`config.mk`:
```
export PLATFORM = sky130hd
export DESIGN_NAME = vram_write_arbiter
export DESIGN_NICKNAME = d
export VERILOG_FILES = /design/src/rtl/vram_write_arbiter.sv
export SDC_FILE = /design/constraint.sdc
export NUM_CORES = 1
export LEC_CHECK = 0
export ABC_AREA = 1
export BUFFER_PORTS_ARGS = -buffer_cell sky130_fd_sc_hd__clkbuf_2
export CORE_ASPECT_RATIO = 0.8
export CORE_MARGIN = 2
export CORE_UTILIZATION = 57
export DETAILED_ROUTE_END_ITERATION = 12
export PLACE_DENSITY = 0.84
export SLEW_MARGIN = 15
export SYNTH_ARGS = -nofsm -noshare
export SYNTH_HDL_FRONTEND = slang
export SYNTH_SLANG_ARGS = --single-unit
```
`constraint.sdc`:
```
create_clock -name clk -period 3.02 [get_ports clk]
set_clock_uncertainty 0.2 [all_clocks]
set_input_delay 0.604 -clock clk [delete_from_list [all_inputs] [get_ports clk]]
set_output_delay 0.604 -clock clk [all_outputs]
set_load 0.05 [all_outputs]
```
`src/rtl/vram_write_arbiter.sv`:
```
// VRAM write-port owner: arbitrates CPU single writes against a rectangle fill
// engine, strictly alternating when both want the port on the same edge.
module vram_write_arbiter #(
  parameter int STRIDE = 480,
  parameter int AW     = 16,
  parameter int DW     = 16
) (
  input  logic          clk,
  input  logic          rst_n,
  input  logic          cpu_req,
  input  logic [AW-1:0] cpu_addr,
  input  logic [DW-1:0] cpu_data,
  output logic          cpu_ack,
  input  logic          fill_start,
  input  logic [9:0]    fill_x,
  input  logic [9:0]    fill_y,
  input  logic [9:0]    fill_w,
  input  logic [9:0]    fill_h,
  input  logic [DW-1:0] fill_color,
  output logic          fill_busy,
  output logic          fill_done,
  output logic [AW-1:0] vram_write_addr,
  output logic [DW-1:0] vram_write_data,
  output logic          vram_write_en
);

  typedef enum logic [1:0] {
    IDLE,
    FILL,
    DONE
  } state_t;

  localparam logic [AW-1:0] STRIDE_W = AW'(STRIDE);

  state_t        state;
  state_t        state_nx;
  logic [AW-1:0] row_base;
  logic [AW-1:0] row_base_nx;
  logic [AW-1:0] start_base;
  logic [9:0]    col;
  logic [9:0]    col_nx;
  logic [9:0]    row;
  logic [9:0]    row_nx;
  logic [9:0]    w_q;
  logic [9:0]    h_q;
  logic [DW-1:0] color;
  logic          load;
  logic          last_fill;
  logic          cpu_elig;
  logic          fill_elig;
  logic          gnt_cpu;
  logic          gnt_fill;

  // Single multiply, only used when a fill is latched.
  assign start_base = AW'(32'(fill_y) * 32'(STRIDE) + 32'(fill_x));

  // The registered ack masks the still-high request for one cycle.
  assign cpu_elig  = cpu_req & ~cpu_ack;
  assign fill_elig = (state == FILL);
  assign gnt_cpu   = cpu_elig & (~fill_elig | last_fill);
  assign gnt_fill  = fill_elig & (~cpu_elig | ~last_fill);

  always_ff @(posedge clk or negedge rst_n) begin
    if (!rst_n) begin
      state <= IDLE;
    end else begin
      state <= state_nx;
    end
  end

  always_comb begin
    state_nx    = state;
    col_nx      = col;
    row_nx      = row;
    row_base_nx = row_base;
    load        = 1'b0;
    unique case (state)
      IDLE: begin
        if (fill_start) begin
          load        = 1'b1;
          col_nx      = '0;
          row_nx      = '0;
          row_base_nx = start_base;
          if (fill_w == '0 || fill_h == '0) begin
            state_nx = DONE;
          end else begin
            state_nx = FILL;
          end
        end
      end
      FILL: begin
        if (gnt_fill) begin
          if (col == w_q - 10'd1) begin
            col_nx      = '0;
            row_nx      = row + 10'd1;
            row_base_nx = row_base + STRIDE_W;
            if (row == h_q - 10'd1) begin
              state_nx = DONE;
            end
          end else begin
            col_nx = col + 10'd1;
          end
        end
      end
      DONE: begin
        state_nx = IDLE;
      end
      default: begin
        state_nx = IDLE;
      end
    endcase
  end

  always_ff @(posedge clk or negedge rst_n) begin
    if (!rst_n) begin
      row_base <= '0;
      col      <= '0;
      row      <= '0;
      w_q      <= '0;
      h_q      <= '0;
      color    <= '0;
    end else begin
      row_base <= row_base_nx;
      col      <= col_nx;
      row      <= row_nx;
      if (load) begin
        w_q   <= fill_w;
        h_q   <= fill_h;
        color <= fill_color;
      end
    end
  end

  always_ff @(posedge clk or negedge rst_n) begin
    if (!rst_n) begin
      last_fill <= 1'b1;
    end else if (gnt_cpu) begin
      last_fill <= 1'b0;
    end else if (gnt_fill) begin
      last_fill <= 1'b1;
    end
  end

  always_ff @(posedge clk or negedge rst_n) begin
    if (!rst_n) begin
      vram_write_en   <= 1'b0;
      vram_write_addr <= '0;
      vram_write_data <= '0;
      cpu_ack         <= 1'b0;
    end else if (gnt_cpu) begin
      vram_write_en   <= 1'b1;
      vram_write_addr <= cpu_addr;
      vram_write_data <= cpu_data;
      cpu_ack         <= 1'b1;
    end else if (gnt_fill) begin
      vram_write_en   <= 1'b1;
      vram_write_addr <= row_base + AW'(col);
      vram_write_data <= color;
      cpu_ack         <= 1'b0;
    end else begin
      vram_write_en   <= 1'b0;
      cpu_ack         <= 1'b0;
    end
  end

  // Busy rises with the latch edge and falls together with the done pulse.
  always_ff @(posedge clk or negedge rst_n) begin
    if (!rst_n) begin
      fill_busy <= 1'b0;
      fill_done <= 1'b0;
    end else begin
      fill_busy <= (state_nx != IDLE) | (state == DONE);
      fill_done <= (state == DONE);
    end
  end

endmodule
```
# After elaboration in Yosys (flattened, before gate mapping)
# Cells that the tools add are included.
# totals
register_bits,111
input_bits,92
mem_bits_ro,0
word_cells,76
mem_count,0
latchBits,0
ram_bits,0
out_inout_bits,36
# op_classes
bitwise_logic,10
muxes,28
add_sub_neg,7
eq_ne,7
multipliers,1
div_mod_pow,0
shifts,0
reduce_logical,9
magnitude_cmp,0
# ops
cell,count
16-bit two-way mux,7
10-bit two-way mux,5
10-bit case mux with 2 select lines,2
16-bit by 10-bit adder with 16-bit output,2
16-bit case mux with 2 select lines,1
10-bit by 1-bit adder with 10-bit output (second input constant),2
10-bit equality test,2
10-bit logical NOT,2
10-bit by 1-bit subtractor with 10-bit output (second input constant),2
16-bit by 9-bit adder with 16-bit output (second input constant),1
10-bit by 4-bit multiplier with 11-bit output (second input constant),1
2-bit two-way mux,5
1-bit two-way mux,7
2-bit nonzero test,3
2-bit by 1-bit != test with 1-bit output (second input constant),2
1-bit inverter,4
2-bit case mux with 2 select lines,1
4-bit AND reduction,1
1-bit AND,3
1-bit OR,3
3-bit AND reduction,1
2-bit by 1-bit equality test with 1-bit output (second input constant),1
2-bit equality test (second input constant),1
2-bit logical NOT,1
2 further kinds,2

# Longest topological paths before layout
# Gate-level depths: netlist of run 1.
# logic_depth
word_depth,9
mapped_depth,20
ltp_nobuf,20

# Worst setup path after synthesis of run 1
# OpenSTA, ideal clock, no wires.
# synth_timing
path_kind,input to register
from,input port fill_y[0]
to,register row_base[14]
n_path_buf,0
path_slack_ns,-0.648
t_arrival_ns,3.351
setup_time_ns,0.116
path_stages,17
required_ns,2.704
path_cell_list,fa_1 -> fa_1 -> inv_1 -> fa_1 -> xnor2_1 -> ha_1 -> nand2_1 -> inv_1 -> nand4_1 -> nand3_1 -> nand3_1 -> nor2_1 -> nand3_1 -> nand3_1 -> nand2_1 -> nand2_1 -> nand2_1
# synth_via
elab_chain_len,4
# synth_rtl
element,line,text
start: declaration,16,"input logic [9:0] fill_y,"
10-bit by 4-bit multiplier with 11-bit output,55,assign start_base = AW'(32'(fill_y) * 32'(STRIDE) + 32'(fill_x));
16-bit by 10-bit adder with 16-bit output,55,
16-bit two-way mux,79,if (fill_start) begin
16-bit case mux with 2 select lines,77,unique case (state)
end signal: assignment,123,row_base <= row_base_nx;
end: declaration,37,logic [AW-1:0] row_base;
# No other way between the ends. The select of a mux whose other input is x is not followed.
# A chain may end at the register's enable or synchronous reset.

# Worst setup path after layout of run 1
# layout_timing
from,input port fill_y[1]
to,register row_base[14]
# The elaborated chain is that of the path after synthesis.

==> impl_metrics.ini, run 1 <==
[placement]
gp_congestion = 0.911
dp_hpwl_mm = 13.6
place_inst = 1328
portBuffers = 127

[job]
cap_viol_max_count = 0

[power_and_ir_drop]
intPower_mw = 3.96
swShare_pct = 46.7
p_clk_share_pct = 17.1
pwr-share-seq_pct = 31.8
powerDensity_nw_per_um2 = 827
pwr-share-comb_pct = 51.1
power_mw = 7.41
ir_drop_mv = 0.424
p_leak_nw = 4.73
p_sw_mw = 3.46

[clock_tree]
root_buffer = clkbuf_16
cts.clk_slew.worst_paths_ps = 80
cts_sinks = 111
numCtsBuffers = 9
cts_tree = built
clock_latency_ps = 360
cts_max_path_buffers = 2
cts_max_level = 3

[floorplan]
die_area_um2 = 13900
fp.dieH_um = 106
ioPinCount = 128
start_util_pct = 57.9
core_um2 = 12800
die_w_um = 131
num_rows = 37

[sta]
fin_ws_ps = -498
period_needed_ps = 3520
setup_viol = 8
hold_viol = 0
rsz0062_at_grt = yes
tightest_slew_ps = 798
finalCritPeriodShare_pct = 116
clock.fmax_mhz = 284
max_slew_margin_pct = 46.7
final-max-slew-violation-count = 0

[setup_path]
crit_fanout = 4
start_kind = primary input
rr_startpoint = w_q[0]
criticalPathCategory = in -> reg
critPathArrivalTime_ps = 3620
crit_start = fill_y[1]
worst_ep_required_time_ps = 3120
endpoint_kind = register

[cells_and_area]
finish.utilization_pct = 70.2
final_cells = 1349
nNetsFinal = 1308
area_growth_syn_to_layout_pct = 21.1
drive_above_1_share_pct = 19.5
antenna_cells = 0

[routing]
firstDrtPassIters = 5
post-route-drc-count = 0
wl_mm = 18.3
vias = 7040
wl_per_cell_um = 13.6
drt-initial-drc-count = 618
via_per_inst = 5.22
ant_nets = 0

[run_status]
status = finished with violations
violations = negative setup slack

[synth]
synth.top_cell.area_share_pct = 37.2
synth_cells = 1012
ys_warn_count = 0
yosysSeqAreaShare_pct = 37.5
synth_area_um2 = 7400
yosys-top-cells-area = dfrtp_1, nand2_1, inv_1, ha_1, fa_1
synthMostInstantiatedCell = nand2_1
synth_top_cell_by_area = dfrtp_1
synth_commonest_cells = nand2_1, inv_1, dfrtp_1
ys_types = 39
ys.flop_type = dfrtp_1
synth_edf_count = 0
async_flop_share_pct = 100
syn_area_per_cell_um2 = 7.32
syn_nets = 1151
ys_ff_latch = 111

[global_routing]
groute.usage.overall_pct = 26.9
grt_first_pass_wirelength_mm = 30.6
grt_max_degree = 51
antenna_found_initial = 0
grt_overflow = 0
grt_pass1_vias = 6398

[worst_hold_path]
hp-class = in -> async
==> worst max-delay path, stage by stage <==
cell and delay [ps]:
buf_8 100, fa_1 510, fa_1 520, inv_1 60
fa_2 380, xnor2_2 180, ha_4 310, nand2_2 60
inv_2 50, nand4_1 100, nand3_2 120, nand3_2 110
nor2_4 130, nand2_1 60, nand2_1 70, nand3_1 70
nand2_1 70, nand2_1 50, nand2_1 50
==> power by group through the flow <==
stage / clock network (mW) / registers, mW / logic, mW
3_5_place_dp: 0 / 2.37 / 3.54
2_1_floorplan: 0 / 2.88 / 2.06
6_report: 1.27 / 2.36 / 3.79
4_1_cts: 1.29 / 2.35 / 3.68
3_3_place_gp: 0 / 2.35 / 3.44
5_1_grt: 1.35 / 2.42 / 4.18
==> layer usage <==
layer | wire, um | global-route usage, % | vias to the layer above | share of wire, %
li1 | - | - | 3525 | -
met1 | 8800 | 39.8 | 3272 | 48
met2 | 8280 | 42.6 | 224 | 45
met3 | 1060 | 4.24 | 19 | 5.8
met4 | 164 | 4.66 | 0 | 0.90
met5 | 0 | 0 | - | 0
==> repair_timing <==
item,in CTS,in global routing
setup buffers,3,2
pin swaps,4,14
setup endpoints to repair,8,8
gates resized for setup,13,15
hold buffers,0,0
==> cell type report <==
| type | count | area, um2 |
|---|---|---|
| Clock buffer | 9 | 225 |
| Clock inverter | 7 | 100 |
| Fill cell | 1050 | 3810 |
| Inverter | 132 | 495 |
| Multi-Input combinational cell | 743 | 4140 |
| Sequential cell | 111 | 2780 |
| Tap cell | 175 | 219 |
| Timing Repair Buffer | 172 | 1010 |
==> flip-flops by register name, indices dropped and copies added (netlist names) <==
register and flops:
state 2, fill_busy 1, last_fill 1, row_base 16, w_q 10, col 10, color 16, h_q 10
vram_write_en 1, vram_write_addr 16, cpu_ack 1, row 10, fill_done 1, vram_write_data 16
==> path summary, 6_finish.rpt <==
path	endpoint	slack, ps	cells after the start
setup reg to reg	row_base[5]	410	12
setup / recovery	row_base[14]	-500	19
hold reg to reg	vram_write_addr[12]	290	2
max in group asynchronous	w_q[0]	1900	2
min in group clk	row_base[0]	240	3
hold / removal	vram_write_data[0]	50	1
==> placed cells by master, fill, tap and decap left out, types with 2 or more instances in the layout <==
cell type  synthesis  routed
clkbuf_2           0     125
nor2_1            63      59
nor2_4             2       5
nand4_1           17      17
nor4_1             5       5
nor3_1            14      14
dfrtp_1          110     110
clkinv_8           0       2
o21ai_1            2       7
o211ai_1          19      19
inv_6              0       3
inv_2              1       4
ha_4               0       3
xnor2_2            0       2
o31ai_1            3       3
ha_1              30      27
buf_4              1      44
xnor2_1           17      15
nor2_2             7       8
nand2_1          360     355
inv_1            130     127
nand3_2            1       4
xor2_1            31      31
o21ai_0           65      60
nand3b_1           4       4
o21ai_2            3       3
nand2_2            0       5
o221ai_1           2       2
fa_1              17      16
clkbuf_16          0       9
buf_12             0       2
a21oi_2            0       2
a21oi_1           18      16
nand3_1           55      51
==> metrics by stage <==
| step | hold slack (ps) | instance area [um2] | setup TNS (ps) | worst slack, ps |
|---|---|---|---|---|
| global route | 87.2 | 8970 | -3870 | -636 |
| floorplan | 108 | 7440 | -3320 | -595 |
| CTS | 62.7 | 8920 | -2590 | -437 |
| finish | 46.5 | 8970 | -3060 | -498 |
| detailed placement | 269 | 8500 | -5780 | -895 |
| global placement | 264 | 8500 | -5070 | -761 |
==> logic make-up after synthesis <==
group                      share of synthesized area (%)
and+or+nand+nor                                     29.6
buffers and inverters                               8.30
AOI/OAI and AO/OA                                   9.24
DFF                                                 37.5
xor gates and xnor gates                            5.68
adders and majority gates                           9.67
Power figures use the tool's default switching activity.
==> run 2: changes to the inputs <==
--- a/config.mk
+++ b/config.mk
@@ -7,7 +7,6 @@
 export LEC_CHECK = 0
 export ABC_AREA = 1
 export BUFFER_PORTS_ARGS = -buffer_cell sky130_fd_sc_hd__clkbuf_2
-export CORE_ASPECT_RATIO = 0.8
 export CORE_MARGIN = 2
 export CORE_UTILIZATION = 57
 export DETAILED_ROUTE_END_ITERATION = 12
==> run 2 against run 1 <==
Compared with the run above:
- the flow still finishes with violations (negative setup slack)
- first-iteration DRC count shrank 26%
- critical path depth unchanged
- utilization is 0.63 points higher
- clock power decreased by 6%
- critical path type unchanged
- critical endpoint unchanged
- largest cell class unchanged
- highest routed layer unchanged
==> impl_metrics.ini, run 2 (same netlist as run 1, synthesis figures left out) <==
[floorplan]
num_rows = 41
start_util_pct = 58.4
ioPinCount = 128
fp.dieH_um = 118
core_um2 = 12700
die_w_um = 118
die_area_um2 = 13900

[power_and_ir_drop]
pwr-share-comb_pct = 51.4
powerDensity_nw_per_um2 = 812
p_leak_nw = 4.74
p_clk_share_pct = 16.3
pwr-share-seq_pct = 32.2
p_sw_mw = 3.41
swShare_pct = 46.8
intPower_mw = 3.88
ir_drop_mv = 0.392

[cells_and_area]
area_growth_syn_to_layout_pct = 21.2
antenna_cells = 0
final_cell_mix = nand2_1, inv_1, clkbuf_2
final_cells = 1349
nNetsFinal = 1311
drive_above_1_share_pct = 19.8
final_common_cell = nand2_1

[sta]
period_needed_ps = 3490
fin_ws_ps = -467
fin_hold_ws_ps = 65.7
hold_viol = 0
setup_viol = 8
tns_ps = -2810
clock.fmax_mhz = 287
max_slew_margin_pct = 44.9
finalCritPeriodShare_pct = 115
tightest_slew_ps = 827
final-max-slew-violation-count = 0
rsz0062_at_grt = yes

[placement]
dpl_worst_slack_ps = -873
gp_congestion = 0.905
dp_hpwl_mm = 13.3
portBuffers = 127
place_inst = 1331

[worst_hold_path]
hp-class = in -> async

[setup_path]
criticalPathCategory = in -> reg
endpoint_kind = register
worst_ep_required_time_ps = 3120
crit_fanout = 5
critPathArrivalTime_ps = 3590
start_kind = primary input

[global_routing]
antenna_found_initial = 0
grt_pass1_vias = 6752
groute.usage.overall_pct = 26.3
grt_overflow = 0
grt_first_pass_wirelength_mm = 30.4
grt_max_degree = 66

[clock_tree]
cts_tree = built
root_buffer = clkbuf_16
clock_latency_ps = 360
cts.clk_slew.worst_paths_ps = 80
cts_sinks = 111
cts_max_path_buffers = 2
cts_max_level = 3
numCtsBuffers = 9
cts_hold_buf = 0

[routing]
firstDrtPassIters = 5
via_per_inst = 5.21
post-route-drc-count = 0
drt-initial-drc-count = 456
ant_nets = 0
wl_per_cell_um = 13.2
vias = 7030
wl_mm = 17.8

[job]
cap_viol_max_count = 0

[run_status]
violations = negative setup slack
status = finished with violations
[run 2: changes by cell type in the layout (fill, tap and decap cells not counted), moves of 2 or more]
| cell | delta |
|---|---|
| nor2_1 | +2 |
| inv_6 | -2 |
| inv_8 | +2 |
| buf_6 | +4 |
[run 2: path summary, 6_finish.rpt]
| check | cells after the start | start | slack [ps] | endpoint |
|---|---|---|---|---|
| setup reg to reg | 12 | w_q[0] | 330 | row[5] |
| hold / removal | 1 | rst_n | 70 | vram_write_addr[14] |
| setup / recovery | 19 | fill_y[2] | -470 | row_base[14] |
| max in group asynchronous | 2 | rst_n | 1840 | last_fill |
| min in group clk | 3 | fill_x[0] | 240 | row_base[0] |
| hold reg to reg | 2 | vram_write_addr[11] | 290 | vram_write_addr[11] |
[run 2: power groups by stage]
stage | Clock [mW] | Sequential [mW] | Combinational, mW
after floorplan | 0 | 2.88 | 2.06
after global placement | 0 | 2.34 | 3.42
after CTS | 1.21 | 2.34 | 3.65
after global routing | 1.27 | 2.41 | 4.18
after detailed placement | 0 | 2.36 | 3.53
final | 1.19 | 2.35 | 3.75
[run 2: per-layer routing]
metal,share of wire [%],GRT usage [%]
met2,48,44.0
met1,46,35.8
met3,4.8,4.17
met5,0,0
met4,1.5,7.23
[run 2: critical path, cell delays in order]
cell and delay, ps:
buf_8 100, fa_1 520, fa_1 540, inv_2 50, fa_2 530, inv_2 50, ha_4 290, nand2_2 60
inv_2 40, nand4_1 90, nand3_2 120, nand3_4 100, nor2_4 110, nand2_1 60, nand2_1 70, nand3_1 70
nand2_1 70, nand2_1 50, nand2_1 50
[run 2: final cells by class]
class,count,area (um2)
clock inverters,7,72.6
flip-flops and latches,111,2780
clock buffers,9,225
well taps,172,215
repair buffers,175,1040
multi-input cells,743,4150
fillers,1036,3700
inverters,132,495
[run 2: metrics by stage]
step	total power, mW	utilization (%)	area, um2
2_1_floorplan	4.94	-	7440
3_3_place_gp	5.77	67.3	8530
3_5_place_dp	5.89	67.3	8530
4_1_cts	7.20	70.3	8910
5_1_grt	7.86	70.8	8970
6_report	7.29	70.8	8970
[run 2: repair_timing]
| action | CTS | global route |
|---|---|---|
| gates resized for setup | 17 | 16 |
| setup endpoints to repair | 7 | 8 |
| setup buffers | 1 | 1 |
| pin swaps | 7 | 4 |
| endpoints found under the hold margin | 0 | 0 |
